### config.mk
export PLATFORM = sky130hd
export DESIGN_NAME = xilinx_boot_sequencer
export DESIGN_NICKNAME = d
export VERILOG_FILES = /design/src/rtl/xilinx_boot_sequencer.sv
export SDC_FILE = /design/constraint.sdc
export NUM_CORES = 1
export LEC_CHECK = 0
export BUFFER_PORTS_ARGS = -buffer_cell sky130_fd_sc_hd__buf_2
export CORE_ASPECT_RATIO = 0.7
export CORE_MARGIN = 1
export CORE_UTILIZATION = 45
export CTS_BUF_LIST = sky130_fd_sc_hd__clkbuf_4 sky130_fd_sc_hd__clkbuf_8
export CTS_CLUSTER_SIZE = 24
export DETAILED_ROUTE_END_ITERATION = 10
export HOLD_SLACK_MARGIN = 0.1
export PLACE_DENSITY_LB_ADDON = 0.2
export RECOVER_POWER = 50
export SLEW_MARGIN = 20
export SYNTH_ARGS = -nofsm -noshare
export SYNTH_HDL_FRONTEND = slang
export SYNTH_SLANG_ARGS = --single-unit
### constraint.sdc
create_clock -name clk_i -period 2.4 [get_ports clk_i]
set_input_delay 0.24 -clock clk_i [delete_from_list [all_inputs] [get_ports clk_i]]
set_output_delay 0.24 -clock clk_i [all_outputs]
set_load 0.02 [all_outputs]
### src/rtl/xilinx_boot_sequencer.sv
// -----------------------------------------------------------------------------
// xilinx_boot_sequencer
//
// Purpose:
//   Power-up / reset sequencer for the FPGA top. It works through these steps
//   in order:
//     1. Wait for the clock wizard lock to be stable for a debounce window.
//     2. Hold the DRAM MIG in reset.
//     3. Wait for DRAM calibration to complete.
//     4. Hold the SoC in reset for a fixed window.
//     5. Release the SoC and latch the boot mode at the moment of release.
//   Losing lock, an external reset request or a DRAM calibration drop in RUN
//   restarts the appropriate part of the sequence. A calibration timeout
//   parks the FSM in FAULT and raises a sticky flag.
//
// Ports:
//   clk_i              in   1  SoC clock
//   rst_i              in   1  synchronous, active-high reset
//   clk_locked_i       in   1  clock wizard locked, synchronous to clk_i
//   ext_rst_i          in   1  board/VIO reset request, active-high
//   boot_mode_i        in   2  raw boot mode (switches / VIO mux)
//   dram_calib_done_i  in   1  MIG init_calib_complete
//   dram_rst_o         out  1  MIG reset, active-high
//   soc_rst_no         out  1  SoC/USB reset, active-low
//   boot_mode_o        out  2  boot mode latched at SoC release
//   ready_o            out  1  high only in RUN
//   calib_timeout_o    out  1  sticky calibration timeout flag
//   state_o            out  3  current state encoding, for VIO/ILA
// -----------------------------------------------------------------------------
module xilinx_boot_sequencer #(
  parameter int LockDebounceCycles = 1024,
  parameter int DramRstCycles      = 64,
  parameter int CalibTimeoutCycles = 2**24,
  parameter int SocRstCycles       = 32,
  parameter bit UseDram            = 1'b1
) (
  input  logic       clk_i,
  input  logic       rst_i,
  input  logic       clk_locked_i,
  input  logic       ext_rst_i,
  input  logic [1:0] boot_mode_i,
  input  logic       dram_calib_done_i,
  output logic       dram_rst_o,
  output logic       soc_rst_no,
  output logic [1:0] boot_mode_o,
  output logic       ready_o,
  output logic       calib_timeout_o,
  output logic [2:0] state_o
);

  // One shared counter, sized for the longest of the four cycle windows.
  localparam int MaxAB     = (LockDebounceCycles > DramRstCycles) ? LockDebounceCycles : DramRstCycles;
  localparam int MaxCD     = (CalibTimeoutCycles > SocRstCycles) ? CalibTimeoutCycles : SocRstCycles;
  localparam int MaxCycles = (MaxAB > MaxCD) ? MaxAB : MaxCD;
  localparam int CntW      = $clog2(MaxCycles) + 1;

  // Each window ends in the cycle where the counter shows (length - 1),
  // because the counter starts at 0 on the first cycle spent in a state.
  localparam logic [CntW-1:0] LockLast  = CntW'(LockDebounceCycles - 1);
  localparam logic [CntW-1:0] DramLast  = CntW'(DramRstCycles - 1);
  localparam logic [CntW-1:0] CalibLast = CntW'(CalibTimeoutCycles - 1);
  localparam logic [CntW-1:0] SocLast   = CntW'(SocRstCycles - 1);

  typedef enum logic [2:0] {
    StWaitLock  = 3'd0,
    StDramRst   = 3'd1,
    StWaitCalib = 3'd2,
    StSocRst    = 3'd3,
    StRun       = 3'd4,
    StFault     = 3'd5
  } state_e;

  state_e          state_q, state_d;
  logic [CntW-1:0] cnt_q, cnt_d;
  logic            dram_rst_q, dram_rst_d;
  logic            soc_rst_n_q, soc_rst_n_d;
  logic            ready_q, ready_d;
  logic            calib_timeout_q, calib_timeout_d;
  logic [1:0]      boot_mode_q, boot_mode_d;

  // Next-state logic. An external reset request beats lock loss, and lock
  // loss beats any normal transition. While ext_rst_i is held the FSM stays
  // in WAIT_LOCK with a cleared counter, so debouncing only starts once the
  // request is released. In WAIT_LOCK a lock drop does not change the state;
  // it only restarts the debounce window through the counter below.
  always_comb begin
    state_d = state_q;
    if (ext_rst_i) begin
      state_d = StWaitLock;
    end else if (!clk_locked_i && (state_q != StWaitLock)) begin
      state_d = StWaitLock;
    end else begin
      case (state_q)
        StWaitLock: begin
          if (clk_locked_i && (cnt_q == LockLast)) begin
            state_d = UseDram ? StDramRst : StSocRst;
          end
        end
        StDramRst: begin
          if (cnt_q == DramLast) begin
            state_d = StWaitCalib;
          end
        end
        StWaitCalib: begin
          // Calibration completing on the last allowed cycle still counts
          // as success, so done is tested before the timeout.
          if (dram_calib_done_i) begin
            state_d = StSocRst;
          end else if (cnt_q == CalibLast) begin
            state_d = StFault;
          end
        end
        StSocRst: begin
          if (cnt_q == SocLast) begin
            state_d = StRun;
          end
        end
        StRun: begin
          // A calibration drop forces a full DRAM re-init with the SoC held.
          if (UseDram && !dram_calib_done_i) begin
            state_d = StDramRst;
          end
        end
        StFault: begin
          state_d = StFault;
        end
        default: begin
          state_d = StWaitLock;
        end
      endcase
    end
  end

  // Shared cycle counter. It clears on any state change and on an external
  // reset request. In WAIT_LOCK it also clears on every unlocked cycle, so it
  // counts consecutive locked cycles only. RUN and FAULT have no window to
  // time, so the counter rests at zero there.
  always_comb begin
    cnt_d = '0;
    if (ext_rst_i || (state_d != state_q)) begin
      cnt_d = '0;
    end else if ((state_q == StWaitLock) && !clk_locked_i) begin
      cnt_d = '0;
    end else if (state_q inside {StWaitLock, StDramRst, StWaitCalib, StSocRst}) begin
      cnt_d = cnt_q + 1'b1;
    end
  end

  // Output decode from the next state, so every registered output changes on
  // the same edge as the state itself. Without a DRAM the MIG reset is held
  // asserted permanently. The boot mode is captured only on the release edge,
  // and the timeout flag is sticky until rst_i.
  always_comb begin
    dram_rst_d      = !UseDram || (state_d inside {StWaitLock, StDramRst, StFault});
    soc_rst_n_d     = (state_d == StRun);
    ready_d         = (state_d == StRun);
    calib_timeout_d = calib_timeout_q || ((state_q == StWaitCalib) && (state_d == StFault));
    boot_mode_d     = boot_mode_q;
    if ((state_q == StSocRst) && (state_d == StRun)) begin
      boot_mode_d = boot_mode_i;
    end
  end

  // State, counter and output registers. The synchronous reset puts the
  // FSM back in WAIT_LOCK and puts every output in its safe reset value.
  always_ff @(posedge clk_i) begin
    if (rst_i) begin
      state_q         <= StWaitLock;
      cnt_q           <= '0;
      dram_rst_q      <= 1'b1;
      soc_rst_n_q     <= 1'b0;
      ready_q         <= 1'b0;
      calib_timeout_q <= 1'b0;
      boot_mode_q     <= 2'b00;
    end else begin
      state_q         <= state_d;
      cnt_q           <= cnt_d;
      dram_rst_q      <= dram_rst_d;
      soc_rst_n_q     <= soc_rst_n_d;
      ready_q         <= ready_d;
      calib_timeout_q <= calib_timeout_d;
      boot_mode_q     <= boot_mode_d;
    end
  end

  assign dram_rst_o      = dram_rst_q;
  assign soc_rst_no      = soc_rst_n_q;
  assign ready_o         = ready_q;
  assign calib_timeout_o = calib_timeout_q;
  assign boot_mode_o     = boot_mode_q;
  assign state_o         = state_q;

endmodule

**Yosys cells after proc, flatten, opt, wreduce, memory -nomap -nowiden**

Index checks and enable logic that the tools add are counted.

- Word-level logic and storage cells: 44
- Output and inout port bits: 9
- Input bits: 7
- Flip-flop bits (word level): 33

- Bitwise operators: 1
- $add $sub $neg: 1
- Eq/ne operators: 13
- Multiplexer cells: 9
- Reductions and logical operators: 14

Operators with widths:

| kind | count |
|---|---|
| 25-bit by 1-bit adder with 25-bit output (second input constant) | 1 |
| 25-bit by 10-bit == test with 1-bit output (second input constant) | 1 |
| 25-bit by 24-bit == test with 1-bit output (second input constant) | 1 |
| 25-bit by 5-bit == test with 1-bit output (second input constant) | 1 |
| 25-bit by 6-bit == test with 1-bit output (second input constant) | 1 |
| 3-bit two-way mux | 8 |
| 3-bit one-hot mux with 6 select lines | 1 |
| 3-bit == test (second input constant) | 4 |
| 3-bit by 1-bit == test with 1-bit output (second input constant) | 2 |
| 3-bit by 2-bit == test with 1-bit output (second input constant) | 2 |
| 3-bit zero test | 2 |
| 3-bit nonzero test | 2 |
| 1-bit logical AND | 5 |
| 4-bit nonzero test | 1 |
| 4-bit OR reduction | 1 |
| 3-bit != test | 1 |
| 1-bit logical OR | 2 |
| 1-bit zero test | 1 |
| 1-bit NOT | 1 |

**Longest topological paths before layout**

- Depth in word-level cells: 9
- Mapped depth: 8
- Depth with buffers taken out: 7

**Worst setup path after synthesis**

Ideal clock, no wire load.

- Path type: register to register
- Start point: register cnt_q[0]
- End point: register cnt_q[21]
- Data required time: 2.277 ns
- Library setup time: 0.123 ns
- Arrival: 2.259 ns
- Clock period less this slack: 2.382 ns
- Path slack: 0.018 ns
- Buffers on the path: 1
- Cell stages (with the launch flop): 9
- Cells stage by stage: dfxtp_1 > ha_1 > nand3_1 > or3_1 > nor4bb_1 > o221ai_1 > o311ai_1 > buf_2 > nor4_2

- Longest elaborated chain between the ends: 9
- Elaborated cells on any way between the ends: 17
- Those cells by class: 1 x add/sub; 5 x eq/ne; 8 x mux; 3 x reduce/logical

Ends and longest elaborated chain:

| item | RTL line | RTL |
|---|---|---|
| start, declared | 74 | `logic [CntW-1:0] cnt_q, cnt_d;` |
| start signal, assigned | 177 | `cnt_q <= cnt_d;` |
| 25-bit by 24-bit == test with 1-bit output or 25-bit by 10-bit == test with 1-bit output (tied branches) | 109, 95 |  |
| 3-bit two-way mux or 1-bit logical AND (tied branches) | 109, 95 |  |
| 3-bit two-way mux (on tied branches) | 107, 95 |  |
| 3-bit one-hot mux with 6 select lines | 93 | `case (state_q)` |
| 3-bit two-way mux | 90 | `end else if (!clk_locked_i && (state_q != StWaitLock)) begin` |
| 3-bit two-way mux | 88 | `if (ext_rst_i) begin` |
| 3-bit != test | 140 | `if (ext_rst_i \|\| (state_d != state_q)) begin` |
| 1-bit logical OR | 140 |  |
| 4-bit OR reduction (no source line) | -- |  |

Parallel ways exist; a longest one is shown, timed or not.
A chain may end at the register's enable or synchronous reset.

**Worst setup path in the final report**

- Start point: register cnt_q[7]
- End point: register cnt_q[17]

The elaborated chain is that of the path after synthesis.

==> impl_metrics.py <==
metrics = {
    "sta": {
        "rsz0062_at_grt": "true",
        "final.setup.worst_slack_ns": 0.00282,
        "max_slew.worst_pin.slew_ns": 0.509,
        "relSlewSlack_pct": 65.7,
        "max_freq_mhz": 417,
        "hold_viol": 0,
        "min_period_ns": 2.40,
        "finClkSkew_ns": 0.00829,
        "setup_viol": 0,
        "setup_tns_ns": 0,
        "period_share_pct": 99.9,
        "slew_viol_final": 0,
    },
    "power_and_ir_drop": {
        "clkPwrFrac_pct": 42.6,
        "seqPwrFrac_pct": 53.4,
        "power_frac_comb_pct": 3.9,
        "p_switching_uw": 224,
        "pwr_density_cell_nw_per_um2": 405,
        "max-vdd-ir-drop_v": 0.000262,
        "p_leak_uw": 0.000784,
        "switching_share_pct": 21.8,
        "p_int_uw": 804,
    },
    "clocking": {
        "ctsHoldBuffers": 0,
        "cts_tree": "done",
        "worstSkewPairLatency_ns": 0.29,
        "clk_pin_slew_ns": 0.06,
        "htree_levels": 2,
        "cts_buffer_depth": 2,
        "cts_buffers": 5,
        "clockRootBuffer": "clkbuf_8",
        "clock_sinks": 33,
    },
    "synthesis": {
        "synth_nets": 203,
        "syn_inst": 195,
        "synth_fa_ha_area_share_pct": 0.660,
        "synth-xor-area-share_pct": 11.1,
        "synthSimpleGateAreaFrac_pct": 41.0,
        "syn_area_sq_um": 1900,
        "synth_edf_count": 0,
        "yosysTopAreaCellShare_pct": 34.8,
        "synthMuxAreaShare_pct": 1.58,
        "ys_ff_latch": 33,
        "synthFlopType": "dfxtp_1",
        "synth_compound_area_share_pct": 6.33,
        "ys_types": 48,
        "syn_area_per_cell_sq_um": 9.73,
        "synth_area_leaders": "dfxtp_1 35%, nor4_2 13%, xor2_1 6.9%, xnor2_1 4.2%, nor4_1 3.6%",
        "synth_top_family_by_area": "simple AND/OR/NAND/NOR gates",
        "yosysTopAreaCell": "dfxtp_1",
        "synth_warnings": 0,
        "ys_async_sr_fraction_pct": 0,
        "ys_seq_area_share_pct": 34.8,
    },
    "global_route": {
        "antenna_found_initial": 0,
        "grt_pass1_vias": 1584,
        "grt_max_degree": 26,
        "grt.total_usage_pct": 22.2,
        "grt_pass1_wl_mm": 7.59,
        "grt-ovfl-total": 0,
    },
    "floorplanning": {
        "pin_count": 16,
        "fp.dieW_microns": 79.6,
        "dieArea_sq_um": 4480,
        "initial_core_util_pct": 47.8,
        "die_y_microns": 56.3,
        "core_sq_um": 3970,
        "num_rows": 19,
    },
    "hold_path": {
        "min_path_type": "primary input to flop",
    },
    "routing": {
        "drc": 0,
        "drt-total-wl_mm": 4.88,
        "detail-route-antenna-nets": 0,
        "firstDrtPassIters": 4,
        "vias": 1660,
        "wl_per_cell_microns": 17.0,
        "drtIter0Drc": 146,
        "viasPerCell": 5.78,
    },
    "worst_setup_path": {
        "worstSetupPathType": "flop to flop",
        "arrival_ns": 2.60,
        "endpoint_kind": "flop",
        "crit_required_ns": 2.60,
        "cp_max_fo": 6,
        "start_kind": "flop",
    },
    "flow_run": {
        "maxCapViolCount": 0,
    },
    "cells_and_area": {
        "fin_nets": 243,
        "syn_to_final_growth_pct": 33.8,
        "fillers": 302,
        "diodes": 0,
        "layout-drive-gt1-share_pct": 37.0,
    },
    "placed_design": {
        "io_buffers": 15,
        "place_ws_ns": -0.00537,
        "gp_congestion": 0.876,
        "place_hpwl_mm": 3.23,
    },
    "run_status": {
        "outcome": "finished clean",
    },
}
## state kept, by name, summed over array words and instances (netlist names)
register	count
boot_mode_o	2
state_o	3
ready_o	1
calib_timeout_o	1
dram_rst_o	1
cnt_q	25
## through the flow
stage / cells / total power [uW] / hold slack (ns) / utilization [%] / instance area (sq um)
after detailed placement: 270 / 594 / 0.482 / 54.5 / 2160
after global placement: 270 / 594 / 0.473 / 54.5 / 2160
after CTS: 278 / 1030 / 0.205 / 57.1 / 2270
after floorplan: 195 / 575 / 0.312 / - / 1900
final: 287 / 1030 / 0.200 / 63.9 / 2540
after global routing: 287 / 1060 / 0.222 / 63.9 / 2540
## power groups by stage
stage / logic [uW] / clock network, uW / registers [uW]
after floorplan: 13.7 / 0 / 562
after global placement: 32.5 / 0 / 561
after detailed placement: 33.2 / 0 / 561
after CTS: 33.5 / 447 / 549
after global routing: 43.4 / 469 / 549
final: 40.5 / 438 / 549
## Yosys cell counts, types with 2 or more instances
cell	instances
inv_1	2
nor4_2	20
xnor2_1	9
xor2_1	15
nor4bb_1	2
and3_1	3
or3_1	2
mux2i_1	3
nand4_1	9
and2_1	3
nand3_1	11
nor3_1	3
dfxtp_1	33
buf_6	2
nand2b_1	2
nor2_1	16
nor4_1	11
buf_4	6
nand2_1	11
buf_2	2
a21oi_1	3
## placed cells by master (no fill, tap or decap), drive strengths merged, types with 2 or more instances in the layout
cell type / count
nor2: 16
nand2: 11
clkbuf: 17
buf: 33
nand3: 12
nand2b: 2
nor3: 4
xnor2: 9
and3: 3
xor2: 15
nor4: 31
and2: 3
a21oi: 3
mux2i: 3
inv: 2
nand4: 10
or4: 2
nor4bb: 2
dfxtp: 33
or3: 3
## cell type report
class	count	area, sq um	area share [%]
flip-flops and latches	33	666	26.2
inverters	2	7.51	0.296
repair buffers	43	368	14.5
well taps	52	65.1	2.56
multi-input cells	150	1340	52.9
clock buffers	7	90.1	3.55
## final timing paths
check | endpoint | slack (ns) | cells past startpoint | startpoint
max | cnt_q[17] | 0.003 | 8 | cnt_q[7]
min reg2reg | boot_mode_o[0] | 0.50 | 2 | boot_mode_o[0]
min | boot_mode_o[1] | 0.20 | 3 | boot_mode_i[1]
max reg2reg | cnt_q[17] | 0.003 | 8 | cnt_q[7]
## timing repair
| item | in CTS | in global routing |
|---|---|---|
| pin swaps | 1 | 10 |
| endpoints found under the setup margin | 8 | 30 |
| gates cloned | 0 | 3 |
| buffers inserted | 1 | 6 |
| resized for setup | 1 | 27 |
## critical path: stages (launching register included)
cell and delay [ns]:
dfxtp_2 0.34, or4_4 0.51, or3_4 0.38, o31ai_4 0.19
nand3_2 0.14, nor3b_4 0.18, buf_6 0.15, clkbuf_16 0.16
nor4_2 0.25
## kinds of logic (layout without fill, tap and decap cells)
| kind of cell | count (synthesis) | after routing |
|---|---|---|
| compound gates | 14 | 14 |
| xor+xnor | 24 | 24 |
| fa+ha+maj | 1 | 1 |
| buf+inv | 12 | 52 |
| flops | 33 | 33 |
| mux | 3 | 3 |
| simple gates | 108 | 108 |
## per-layer routing
| layer | part of all wire (%) | wire (microns) | global-route usage (%) |
|---|---|---|---|
| met1 | 48 | 2360 | 30.4 |
| met2 | 45 | 2220 | 33.2 |
| met3 | 3.8 | 183 | 5.85 |
| met4 | 2.3 | 114 | 8.57 |
| met5 | 0 | 0 | 0 |
(Power assumes the default switching activity.)
